<file path="src/rtl/nq_pkg.sv">
// Shared definitions for the nqcpu front end: fetch FSM states and default PC increment.
package nq_pkg;

  typedef enum logic [1:0] {
    ST_FETCH   = 2'd0,
    ST_WAIT    = 2'd1,
    ST_DISCARD = 2'd2
  } fetch_state_e;

  localparam int unsigned NQ_PC_STEP = 2;

endpackage

</file>
<file path="src/rtl/nq_prefetch_if.sv">
// Memory-bus and decode-side signals of the prefetch unit, grouped for port binding.
interface nq_prefetch_if #(
  parameter int ADDR_W = 16,
  parameter int DATA_W = 16,
  parameter int DEPTH  = 4
) ();
  localparam int LVL_W = $clog2(DEPTH + 1);

  // Handshakes: a memory beat is a cycle with mem_re_o=1 and mem_wait_i=0;
  // mem_addr_o and mem_re_o hold while mem_wait_i=1. Decode takes the head
  // when instr_valid_o & instr_ready_i on a rising edge; valid never depends on ready.
  logic              mem_grant_i;
  logic              mem_wait_i;
  logic [ADDR_W-1:0] mem_addr_o;
  logic              mem_re_o;
  logic [DATA_W-1:0] mem_data_i;
  logic              redirect_i;
  logic [ADDR_W-1:0] redirect_pc_i;
  logic              instr_valid_o;
  logic [DATA_W-1:0] instr_o;
  logic [ADDR_W-1:0] instr_pc_o;
  logic              instr_ready_i;
  logic [LVL_W-1:0]  level_o;

  modport master (
    input  mem_grant_i, mem_wait_i, mem_data_i, redirect_i, redirect_pc_i, instr_ready_i,
    output mem_addr_o, mem_re_o, instr_valid_o, instr_o, instr_pc_o, level_o
  );

  modport slave (
    output mem_grant_i, mem_wait_i, mem_data_i, redirect_i, redirect_pc_i, instr_ready_i,
    input  mem_addr_o, mem_re_o, instr_valid_o, instr_o, instr_pc_o, level_o
  );

endinterface

</file>
<file path="src/rtl/nq_sync_fifo.sv">
// Synchronous FIFO with occupancy count and single-cycle flush; DEPTH must be a power of two.
module nq_sync_fifo #(
  parameter int W     = 32,
  parameter int DEPTH = 4
) (
  input  logic                         clk,
  input  logic                         rst_n,
  input  logic                         flush,
  input  logic                         push,
  input  logic [W-1:0]                 wdata,
  input  logic                         pop,
  output logic [W-1:0]                 rdata,
  output logic [$clog2(DEPTH+1)-1:0]   count,
  output logic                         full,
  output logic                         empty
);
  localparam int PTR_W = $clog2(DEPTH);
  localparam int CNT_W = $clog2(DEPTH + 1);

  logic [W-1:0]     mem [DEPTH];
  logic [PTR_W-1:0] wr_ptr, rd_ptr;
  logic             do_push, do_pop;

  assign empty   = (count == '0);
  assign full    = (count == CNT_W'(DEPTH));
  assign do_pop  = pop & ~empty;
  // A push into a full queue is accepted only when the head leaves in the same cycle.
  assign do_push = push & (~full | do_pop);
  assign rdata   = mem[rd_ptr];

  always_ff @(posedge clk or negedge rst_n) begin
    if (!rst_n) begin
      wr_ptr <= '0;
      rd_ptr <= '0;
      count  <= '0;
    end else if (flush) begin
      wr_ptr <= '0;
      rd_ptr <= '0;
      count  <= '0;
    end else begin
      if (do_push) wr_ptr <= wr_ptr + 1'b1;
      if (do_pop)  rd_ptr <= rd_ptr + 1'b1;
      if (do_push && !do_pop)      count <= count + 1'b1;
      else if (!do_push && do_pop) count <= count - 1'b1;
    end
  end

  always_ff @(posedge clk) begin
    if (do_push && !flush) mem[wr_ptr] <= wdata;
  end

endmodule

</file>
<file path="src/rtl/nq_prefetch.sv">
// Instruction prefetch unit: sequential bus reads into a PC-tagged queue, with redirect and in-flight discard.
module nq_prefetch
  import nq_pkg::*;
#(
  parameter int              ADDR_W   = 16,
  parameter int              DATA_W   = 16,
  parameter int              DEPTH    = 4,
  parameter int unsigned     PC_STEP  = NQ_PC_STEP,
  parameter logic [ADDR_W-1:0] RESET_PC = '0
) (
  input  logic          clk,
  input  logic          rst_n,
  nq_prefetch_if.master bus,
  output fetch_state_e  dbg_state
);
  localparam int LVL_W = $clog2(DEPTH + 1);

  fetch_state_e      state;
  logic [ADDR_W-1:0] fetch_pc, req_addr, push_pc;
  logic [LVL_W-1:0]  level;
  logic              full, empty;
  logic              re_int, push, pop;
  logic [DATA_W+ADDR_W-1:0] rdata;

  always_comb begin
    re_int  = 1'b0;
    bus.mem_addr_o = fetch_pc;
    push_pc = fetch_pc;
    push    = 1'b0;
    case (state)
      ST_FETCH: begin
        re_int = bus.mem_grant_i & ~full & ~bus.redirect_i;
        push   = re_int & ~bus.mem_wait_i;
      end
      ST_WAIT: begin
        re_int         = 1'b1;
        bus.mem_addr_o = req_addr;
        push_pc        = req_addr;
        push           = ~bus.mem_wait_i & ~bus.redirect_i;
      end
      ST_DISCARD: begin
        re_int         = 1'b1;
        bus.mem_addr_o = req_addr;
      end
      default: ;
    endcase
  end

  // Gating with rst_n drops the request the moment reset asserts, even mid-read.
  assign bus.mem_re_o = rst_n & re_int;
  assign pop          = ~empty & bus.instr_ready_i & ~bus.redirect_i;

  always_ff @(posedge clk or negedge rst_n) begin
    if (!rst_n) begin
      state    <= ST_FETCH;
      fetch_pc <= RESET_PC;
      req_addr <= RESET_PC;
    end else begin
      case (state)
        ST_FETCH: begin
          if (re_int) begin
            req_addr <= fetch_pc;
            if (bus.mem_wait_i) state <= ST_WAIT;
          end
        end
        ST_WAIT: begin
          // A redirect while still waiting must let the stale beat complete unseen.
          if (bus.redirect_i)       state <= bus.mem_wait_i ? ST_DISCARD : ST_FETCH;
          else if (!bus.mem_wait_i) state <= ST_FETCH;
        end
        ST_DISCARD: begin
          if (!bus.mem_wait_i) state <= ST_FETCH;
        end
        default: state <= ST_FETCH;
      endcase
      if (bus.redirect_i)  fetch_pc <= bus.redirect_pc_i;
      else if (push)       fetch_pc <= fetch_pc + ADDR_W'(PC_STEP);
    end
  end

  nq_sync_fifo #(
    .W     (DATA_W + ADDR_W),
    .DEPTH (DEPTH)
  ) u_fifo (
    .clk   (clk),
    .rst_n (rst_n),
    .flush (bus.redirect_i),
    .push  (push),
    .wdata ({bus.mem_data_i, push_pc}),
    .pop   (pop),
    .rdata (rdata),
    .count (level),
    .full  (full),
    .empty (empty)
  );

  assign bus.instr_valid_o = ~empty;
  assign bus.instr_o       = rdata[ADDR_W +: DATA_W];
  assign bus.instr_pc_o    = rdata[ADDR_W-1:0];
  assign bus.level_o       = level;
  assign dbg_state         = state;

endmodule

</file>
<file path="src/flat_wrapper.sv">
// flat-port wrapper written by rule: the top's interface ports become plain ports
module nq_prefetch_flat import nq_pkg::*;
#(
  parameter int              ADDR_W   = 16,
  parameter int              DATA_W   = 16,
  parameter int              DEPTH    = 4,
  parameter int unsigned     PC_STEP  = NQ_PC_STEP,
  parameter logic [ADDR_W-1:0] RESET_PC = '0
)
  (clk, rst_n, dbg_state, bus_mem_grant_i, bus_mem_wait_i, bus_mem_data_i, bus_redirect_i, bus_redirect_pc_i, bus_instr_ready_i, bus_mem_addr_o, bus_mem_re_o, bus_instr_valid_o, bus_instr_o, bus_instr_pc_o, bus_level_o);
  nq_prefetch_if #(.ADDR_W(ADDR_W), .DATA_W(DATA_W), .DEPTH(DEPTH)) bus_i ();
  input  logic clk;
  input  logic rst_n;
  output fetch_state_e dbg_state;
  input wire logic [$bits(bus_i.mem_grant_i)-1:0] bus_mem_grant_i;
  input wire logic [$bits(bus_i.mem_wait_i)-1:0] bus_mem_wait_i;
  input wire logic [$bits(bus_i.mem_data_i)-1:0] bus_mem_data_i;
  input wire logic [$bits(bus_i.redirect_i)-1:0] bus_redirect_i;
  input wire logic [$bits(bus_i.redirect_pc_i)-1:0] bus_redirect_pc_i;
  input wire logic [$bits(bus_i.instr_ready_i)-1:0] bus_instr_ready_i;
  output wire logic [$bits(bus_i.mem_addr_o)-1:0] bus_mem_addr_o;
  output wire logic [$bits(bus_i.mem_re_o)-1:0] bus_mem_re_o;
  output wire logic [$bits(bus_i.instr_valid_o)-1:0] bus_instr_valid_o;
  output wire logic [$bits(bus_i.instr_o)-1:0] bus_instr_o;
  output wire logic [$bits(bus_i.instr_pc_o)-1:0] bus_instr_pc_o;
  output wire logic [$bits(bus_i.level_o)-1:0] bus_level_o;
  assign bus_i.mem_grant_i = bus_mem_grant_i;
  assign bus_i.mem_wait_i = bus_mem_wait_i;
  assign bus_i.mem_data_i = bus_mem_data_i;
  assign bus_i.redirect_i = bus_redirect_i;
  assign bus_i.redirect_pc_i = bus_redirect_pc_i;
  assign bus_i.instr_ready_i = bus_instr_ready_i;
  assign bus_mem_addr_o = bus_i.mem_addr_o;
  assign bus_mem_re_o = bus_i.mem_re_o;
  assign bus_instr_valid_o = bus_i.instr_valid_o;
  assign bus_instr_o = bus_i.instr_o;
  assign bus_instr_pc_o = bus_i.instr_pc_o;
  assign bus_level_o = bus_i.level_o;
  nq_prefetch #(.ADDR_W(ADDR_W), .DATA_W(DATA_W), .DEPTH(DEPTH), .PC_STEP(PC_STEP), .RESET_PC(RESET_PC)) u_core (.clk(clk), .rst_n(rst_n), .bus(bus_i), .dbg_state(dbg_state));
endmodule
</file>
<file path="config.mk">
export PLATFORM = sky130hd
export DESIGN_NAME = nq_prefetch_flat
export DESIGN_NICKNAME = d
export VERILOG_FILES = /design/src/rtl/nq_pkg.sv /design/src/rtl/nq_prefetch_if.sv /design/src/rtl/nq_sync_fifo.sv /design/src/rtl/nq_prefetch.sv /design/src/flat_wrapper.sv
export SDC_FILE = /design/constraint.sdc
export NUM_CORES = 1
export LEC_CHECK = 0
export ABC_AREA = 1
export CAP_MARGIN = 5
export CORE_MARGIN = 2
export CORE_UTILIZATION = 60
export DETAILED_ROUTE_END_ITERATION = 7
export PLACE_DENSITY_LB_ADDON = 0.15
export SETUP_SLACK_MARGIN = 0.1
export SLEW_MARGIN = 20
export SYNTH_ARGS = -nofsm -noshare
export SYNTH_HDL_FRONTEND = slang
export SYNTH_SLANG_ARGS = --single-unit
</file>
<file path="constraint.sdc">
create_clock -name clk -period 5.8 [get_ports clk]
set_input_delay 1.16 -clock clk [delete_from_list [all_inputs] [get_ports clk]]
set_output_delay 1.16 -clock clk [all_outputs]
set_load 0.1 [all_outputs]
</file>
### Yosys cells after proc, flatten, opt, wreduce, memory -nomap -nowiden

Memories as Yosys holds them, arrays and structs flattened.
Index checks and enable logic that the tools add are counted.
W data, S select, Z words.

* memories kept: 1
* logic and storage cells: 67
* bits in writable memories: 128
* register bits after elaboration: 41
* input port bits: 38
* output and inout bits: 55

* mux-type cells: 21
* bitwise gates (word level): 14
* reductions and logical operators: 15
* add/sub/neg operators: 5
* equality and inequality tests: 5

Memory list
* u_core.u_fifo.mem: depth 4, width 32, read ports 1, clocked after Yosys merged registers in 0, write ports 1, RTL line nq_sync_fifo.sv:20 `logic [W-1:0] mem [DEPTH];`

Operators with widths (number)
* $mux W16: 4
* $mux W2: 9
* $add A16 B2 Y16 const B: 1
* $and A1 B1 Y1: 9
* $mux W3: 3
* $pmux W2 S3: 1
* $reduce_bool A2 Y1: 3
* $add A2 B1 Y2 const B: 2
* $not A1 Y1: 4
* $pmux W1 S2: 2
* $reduce_and A2 Y1: 2
* $add A3 B1 Y3 const B: 1
* $eq A3 B3 Y1 const B: 1
* $logic_and A1 B1 Y1: 3
* $logic_not A1 Y1: 3
* $logic_not A3 Y1: 1
* $reduce_bool A3 Y1: 1
* $sub A3 B1 Y3 const B: 1
* $eq A2 B1 Y1 const B: 1
* $eq A2 B2 Y1 const B: 1
* $logic_not A2 Y1: 1
* $mux W1: 2
* $ne A2 B1 Y1 const B: 1
* $ne A2 B2 Y1 const B: 1
* 2 further kinds: 2

### Logic depth before layout (Yosys ltp)

Gate-level depths: netlist of run 1.

* depth in word-level cells: 12
* gate-level depth with buffers: 15
* depth with buffers taken out: 15

### By module

A second synthesis of run 1 with hierarchy kept.

* cell total of the unflattened synthesis: 724
* area, all modules: 7587.3 sq um

Modules (own cells, without submodules)
* nq_sync_fifo: area each 5290.1 sq um, seq. area each 4018.9 sq um, times used 1, cells an instance 380
* nq_prefetch: area each 2297.2 sq um, seq. area each 850.8 sq um, times used 1, cells an instance 344

### Worst setup path before layout of run 1

OpenSTA, ideal clock, no wires.

* path type: flip-flop to output port
* start point: register u_core.state[1], in the netlist u_core.dbg_state[1]
* end point: output port bus_mem_addr_o[11]
* required time: 4.640 ns
* buffers on the path: 1
* slack: 0.773 ns
* arrival time: 3.867 ns
* stages on the path, launching flop included: 5
* cells stage by stage: dfrtp_1 inv_1 ha_1 clkbuf_1 o21ai_0

* longest elaborated chain between the ends: 3
* elaborated cells on any way between the ends: 4
* classes of those cells: 2 x eq/ne; 1 x mux; 1 x reduce/logical

Ends and longest elaborated chain
* start, declared: RTL line nq_prefetch.sv:18 `fetch_state_e state;`
* start signal, assigned: RTL line nq_prefetch.sv:68 `if (bus.redirect_i) state <= bus.mem_wait_i ? ST_DISCARD : ST_FETCH;`
* $eq A2 B1 Y1 / $eq A2 B2 Y1 (equally long branches): RTL line nq_prefetch.sv:30 `case (state)`
* $reduce_or A2 Y1 (no line) (*)
* $mux W16 (*): RTL line nq_prefetch.sv:30
* end, declared: RTL line flat_wrapper.sv:21 `output wire logic [$bits(bus_i.mem_addr_o)-1:0] bus_mem_addr_o;`

Mark *: on every way between the ends. The rest lies on a longest branch, timed or not.

### Final worst setup path of run 1

* start point: register u_core.u_fifo.rd_ptr[0]
* end point: output port bus_instr_pc_o[13]

* longest elaborated chain between the ends: 1

Ends and longest elaborated chain
* start, declared: RTL line nq_sync_fifo.sv:21 `logic [PTR_W-1:0] wr_ptr, rd_ptr;`
* start signal, assigned: RTL line nq_sync_fifo.sv:42 `if (do_pop) rd_ptr <= rd_ptr + 1'b1;`
* $mem_v2 Z4 W32
* end, declared: RTL line flat_wrapper.sv:25 `output wire logic [$bits(bus_i.instr_pc_o)-1:0] bus_instr_pc_o;`

Every way passes these cells.

==> results of run 1 <==
## registers in the layout, indices dropped and copies added, names as in the netlist
name,cells
u_core.u_fifo.mem,128
u_core.fetch_pc,16
u_core.req_addr,16
u_core.u_fifo.count,3
u_core.dbg_state,2
u_core.u_fifo.rd_ptr,2
u_core.u_fifo.wr_ptr,2
## area by class of cell
class                           instances  area share
Clock inverter                         13      0.0143
Inverter                               46      0.0195
Sequential cell                       169       0.541
Tap cell                              168      0.0234
Timing Repair Buffer                   94       0.103
Multi-Input combinational cell        434       0.250
Clock buffer                           19      0.0481
## worst register-to-register path: cells and delay by family, from the launching register on
family        cells  cell delay (ns)
buf+inv           1             0.13
simple gates      4             1.38
fa+ha+maj         1             0.56
flops             1             0.42
## synth_stat cells, types with 2 or more instances
cell type    n
edfxtp_1   128
o221ai_1     2
nand4_1      7
nor2_2       3
inv_1       44
dfrtp_1     41
o22ai_2      4
nand2_4      2
a21oi_1      8
o211ai_1     2
o211ai_2     2
clkbuf_1    25
o21ai_1      6
nor2_1      88
o22ai_1     32
nand2_1    111
buf_2        5
xor2_1       5
ha_1         9
nor3_1       4
o21a_1      16
buf_6        3
nand3_1     16
nand2_2      4
o21ai_0    106
a31oi_1      3
buf_4        2
## cells by family (layout without fill, tap and decap cells)
logic type	after synthesis	in the layout	share of synthesized area
compound gates	181	181	0.141
xor+xnor	5	5	0.00589
fa+ha+maj	10	10	0.0178
buf+inv	81	172	0.0461
flops	169	169	0.655
simple gates	238	238	0.134
## per-stage QoR
stage / hold WS [ns] / std cells / setup slack [ns]
floorplan: 0.486 / 684 / 0.773
global placement: 0.497 / 911 / 1.41
detailed placement: 0.508 / 911 / 1.24
CTS: 0.523 / 943 / 0.804
global route: 0.534 / 943 / 0.574
finish: 0.521 / 943 / 0.802
## per-layer routing
metal | up-vias | GRT usage | share of wire
met5 | - | 0 | 0
met2 | 194 | 0.425 | 0.50
met4 | 0 | 0.108 | 0.018
li1 | 2551 | - | -
met1 | 2584 | 0.332 | 0.42
met3 | 27 | 0.0554 | 0.056
## worst paths after layout
path / startpoint / to / slack [ns] / cells past startpoint
min reg2reg: u_core.req_addr[11] / u_core.req_addr[11] / 0.52 / 1
max in group asynchronous: rst_n / u_core.u_fifo.rd_ptr[0] / 4.55 / 2
min in group asynchronous: rst_n / u_core.req_addr[14] / 0.84 / 2
max reg2reg: u_core.dbg_state[1] / u_core.u_fifo.mem[3][6] / 2.90 / 6
max: u_core.u_fifo.rd_ptr[0] / bus_instr_pc_o[13] / 0.80 / 4
min: u_core.req_addr[11] / u_core.req_addr[11] / 0.52 / 1
==> results.sh, run 1 <==
export IMPL_gp_congestion=0.898
export IMPL_seq_area_frac_synth=0.655
export IMPL_syn_area_per_cell_um2=10.9
export IMPL_layout_commonest_cell="edfxtp_1"
export IMPL_dieArea_mm2=0.0133
export IMPL_cts_buffer_depth=2
export IMPL_clock_latency_ns=0.42
export IMPL_via_per_inst=5.68
export IMPL_fin_skew_ns=0.00768
export IMPL_finalHoldViolCount=0
export IMPL_required_ns=4.64
export IMPL_yosysTopAreaCell="edfxtp_1"
export IMPL_io_pins=93
export IMPL_fmax_ghz=0.200
export IMPL_io_buffer_count=92
export IMPL_critPathTopFamily="buffers and inverters"
export IMPL_ctsResizeCount=0
export IMPL_status="complete, no violations"
export IMPL_nFillCells=815
export IMPL_final_cell_mix="edfxtp_1 (128), nand2_1 (111), o21ai_0 (106), clkdlybuf4s50_1 (90), nor2_1 (84)"
export IMPL_hold_path_class="register to register"
export IMPL_rsz0062_at_grt="no"
export IMPL_tritoncts="built"
export IMPL_fin_area_mm2=0.00900
export IMPL_synth_edf_count=128
export IMPL_grt_ovfl_total=0
export IMPL_cts_max_level=4
export IMPL_slew_violations=0
export IMPL_drive_gt1_frac=0.0761
export IMPL_final_setup_tns_ns=0
export IMPL_crit_chain="inv_2, o21ai_0, o22ai_1, clkdlybuf4s50_1"
export IMPL_path_max_fanout=66
export IMPL_grt_pass1_wl_mm=25.8
export IMPL_ctsHoldBuffers=0
export IMPL_dpl_cell_area_mm2=0.00843
export IMPL_critPathKind="register to output port"
export IMPL_slowest_stage="clkdlybuf4s50_1"
export IMPL_antenna_cells=0
export IMPL_max_stage_delay_ns=1.19
export IMPL_num_vias=5356
export IMPL_synthesis_area_mm2=0.00743
export IMPL_clk_pin_slew_ns=0.06
export IMPL_area_growth_pct=21.1
export IMPL_drtIter0Drc=480
export IMPL_netlist_area_leader_share=0.517
export IMPL_dp_hpwl_mm=10.1
export IMPL_grt_max_degree=67
export IMPL_seq_area_mm2=0.00487
export IMPL_finalSetupViolations=0
export IMPL_core_mm2=0.0121
export IMPL_min_period_ns=5.00
export IMPL_routedWlPerCell_um=17.0
export IMPL_postCtsSetupRepairBufs=0
export IMPL_cts_made_buffers=17
export IMPL_multiInputGateArea_mm2=0.00225
export IMPL_drc=0
export IMPL_worst_pin_slew_ns=1.06
export IMPL_finalCritPeriodShare=0.862
export IMPL_crit_buf_inv=2
export IMPL_cts_sinks=169
export IMPL_clk_root_buffer_cell="clkbuf_16"
export IMPL_antenna_found_initial=0
export IMPL_nets=810
export IMPL_netlist_instances=684
export IMPL_die_w_um=115
export IMPL_end_kind="output port"
export IMPL_critical_path_arrival_ns=3.84
export IMPL_grt_pass1_vias=5321
export IMPL_critPathLaunchType="register"
export IMPL_track_usage=0.257
export IMPL_cap_violations=0
export IMPL_synthArstFlopShare=0.243
export IMPL_rows=40
export IMPL_ys_warnings_count=0
export IMPL_ys_types=33
export IMPL_drtPass1Iterations=7
export IMPL_antenna_left=0
export IMPL_die_h_um=115
export IMPL_fin_util=0.746
export IMPL_ys_ff_latch=169
export IMPL_maxSlewHeadroom=0.294
export IMPL_synthFlopType="edfxtp_1"
export IMPL_synth_area_leaders="edfxtp_1 (52%), dfrtp_1 (14%), o21ai_0 (7.1%)"
export IMPL_finalWirelength_mm=16.0
export IMPL_initial_utilization=0.616
export IMPL_syn_num_nets=732
Power of run 1 is left out: the tool's default activity adds up to more than one toggle a clock period on the data nets, which glitch-free logic cannot reach.
==> run 2, diff against run 1 <==
--- a/config.mk
+++ b/config.mk
@@ -7,7 +7,7 @@
 export LEC_CHECK = 0
 export ABC_AREA = 1
 export CAP_MARGIN = 5
-export CORE_MARGIN = 2
+export CORE_MARGIN = 1
 export CORE_UTILIZATION = 60
 export DETAILED_ROUTE_END_ITERATION = 7
 export PLACE_DENSITY_LB_ADDON = 0.15
==> run 2 against run 1 <==
Cell count decreased by 0.21%. Sequential cell count unchanged. Worst hold slack got worse by 0.0081 ns. Non-clock buffer count unchanged. Design area decreased by 0.75%. Wire length decreased by 3.3%. Core utilization decreased by 0.56 points. Via count decreased by 0.41%.
==> results.sh, run 2 (same netlist as run 1, synthesis figures left out) <==
export IMPL_status="complete, no violations"
export IMPL_largest_reg_flops=128
export IMPL_fmax_ghz=0.202
export IMPL_postCtsSetupRepairBufs=0
export IMPL_maxSlewHeadroom=0.267
export IMPL_critPathTopFamily="buffers and inverters"
export IMPL_cap_violations=0
export IMPL_die_h_um=113
export IMPL_antenna_left=0
export IMPL_io_pins=93
export IMPL_finalHoldViolCount=0
export IMPL_largest_register="u_core.u_fifo.mem"
export IMPL_drive_gt1_frac=0.0712
export IMPL_clk_root_buffer_cell="clkbuf_16"
export IMPL_finalSetupViolations=0
export IMPL_final_setup_tns_ns=0
export IMPL_nets=810
export IMPL_end_kind="output port"
export IMPL_clock_latency_ns=0.42
export IMPL_gp_congestion=0.899
export IMPL_track_usage=0.261
export IMPL_reg_top3="u_core.u_fifo.mem x128, u_core.fetch_pc x16, u_core.req_addr x16"
export IMPL_path_max_fanout=66
export IMPL_grt_pass1_wl_mm=25.3
export IMPL_cts_sinks=169
export IMPL_ctsHoldBuffers=0
export IMPL_ctsResizeCount=0
export IMPL_crit_chain="inv_2, o21ai_0, o22ai_1, clkdlybuf4s50_1"
export IMPL_final_cell_mix="edfxtp_1 (128), nand2_1 (111), o21ai_0 (106), clkdlybuf4s50_1 (90), nor2_1 (84)"
export IMPL_core_mm2=0.0121
export IMPL_drtIter0Drc=461
export IMPL_fin_skew_ns=0.00646
export IMPL_rows=40
export IMPL_grt_ovfl_total=0
export IMPL_hold_path_class="register to register"
export IMPL_drtPass1Iterations=5
export IMPL_cts_made_buffers=17
export IMPL_slowest_stage="clkdlybuf4s50_1"
export IMPL_via_per_inst=5.67
export IMPL_tritoncts="built"
export IMPL_antenna_found_initial=0
export IMPL_drc=0
export IMPL_nFillCells=809
export IMPL_die_w_um=113
export IMPL_antenna_cells=0
export IMPL_required_ns=4.64
export IMPL_dp_hpwl_mm=9.62
export IMPL_cts_max_level=4
export IMPL_grt_pass1_vias=5196
export IMPL_grt_max_degree=67
export IMPL_layout_commonest_cell="edfxtp_1"
export IMPL_area_growth_pct=20.2
export IMPL_max_stage_delay_ns=1.17
export IMPL_worst_pin_slew_ns=1.10
export IMPL_slew_violations=0
export IMPL_critPathKind="register to output port"
export IMPL_clk_pin_slew_ns=0.06
export IMPL_critPathLaunchType="register"
export IMPL_dieArea_mm2=0.0128
export IMPL_io_buffer_count=92
export IMPL_finalCritPeriodShare=0.852
export IMPL_rsz0062_at_grt="no"
export IMPL_critical_path_arrival_ns=3.78
export IMPL_min_period_ns=4.94
export IMPL_crit_buf_inv=2
export IMPL_routedWlPerCell_um=16.5
export IMPL_finalWirelength_mm=15.5
export IMPL_initial_utilization=0.616
export IMPL_cts_buffer_depth=2
export IMPL_num_vias=5334
==> run 2: changes by cell type in the layout (fill, tap and decap cells not counted), sizes merged <==
cell,before,now
bufinv,2,0
clkinv,8,6
inv,47,46
clkbuf,19,22
==> run 2: worst register-to-register path: stages (launching register included) <==
cell and delay, ns:
dfrtp_1 0.43, inv_1 0.15, ha_1 0.86, nand2_1 0.28, nand2_4 0.17, nand3_4 0.18
nor2_4 0.86
==> run 2: stage by stage <==
| step | cells | util | setup slack, ns | hold slack (ns) | instance area [um^2] |
|---|---|---|---|---|---|
| 2_1_floorplan | 684 | - | 0.773 | 0.486 | 7430 |
| 3_3_place_gp | 911 | 0.699 | 1.39 | 0.497 | 8430 |
| 3_5_place_dp | 911 | 0.699 | 1.31 | 0.505 | 8430 |
| 4_1_cts | 941 | 0.740 | 0.854 | 0.518 | 8930 |
| 5_1_grt | 941 | 0.740 | 0.613 | 0.537 | 8930 |
| 6_report | 941 | 0.740 | 0.860 | 0.513 | 8930 |
==> run 2: layout make-up <==
cell class / instances / area [um^2] / share of cell area
Sequential cell: 169 / 4870 / 0.545
Multi-Input combinational cell: 434 / 2250 / 0.252
Timing Repair Buffer: 94 / 928 / 0.104
Clock buffer: 22 / 444 / 0.0497
Tap cell: 168 / 210 / 0.0235
Inverter: 46 / 175 / 0.0196
Clock inverter: 8 / 52.6 / 0.00588
==> run 2: final timing paths <==
| check | from | end | slack (ns) | cells after the start |
|---|---|---|---|---|
| hold / removal | u_core.req_addr[9] | u_core.req_addr[9] | 0.51 | 1 |
| max in group asynchronous | rst_n | u_core.u_fifo.rd_ptr[0] | 4.56 | 2 |
| hold reg to reg | u_core.req_addr[9] | u_core.req_addr[9] | 0.51 | 1 |
| setup / recovery | u_core.u_fifo.rd_ptr[0] | bus_instr_pc_o[2] | 0.86 | 4 |
| min in group asynchronous | rst_n | u_core.req_addr[10] | 0.82 | 2 |
| setup reg to reg | u_core.dbg_state[1] | u_core.u_fifo.mem[1][17] | 2.46 | 6 |
==> run 2: metal layers <==
metal | global-route usage | vias to the layer above | wire length (um)
met1 | 0.337 | 2567 | 6600
met5 | 0 | - | 0
met4 | 0.106 | 0 | 296
met3 | 0.0487 | 25 | 825
li1 | - | 2552 | -
met2 | 0.438 | 190 | 7790
Power of run 2 is left out for the same reason.
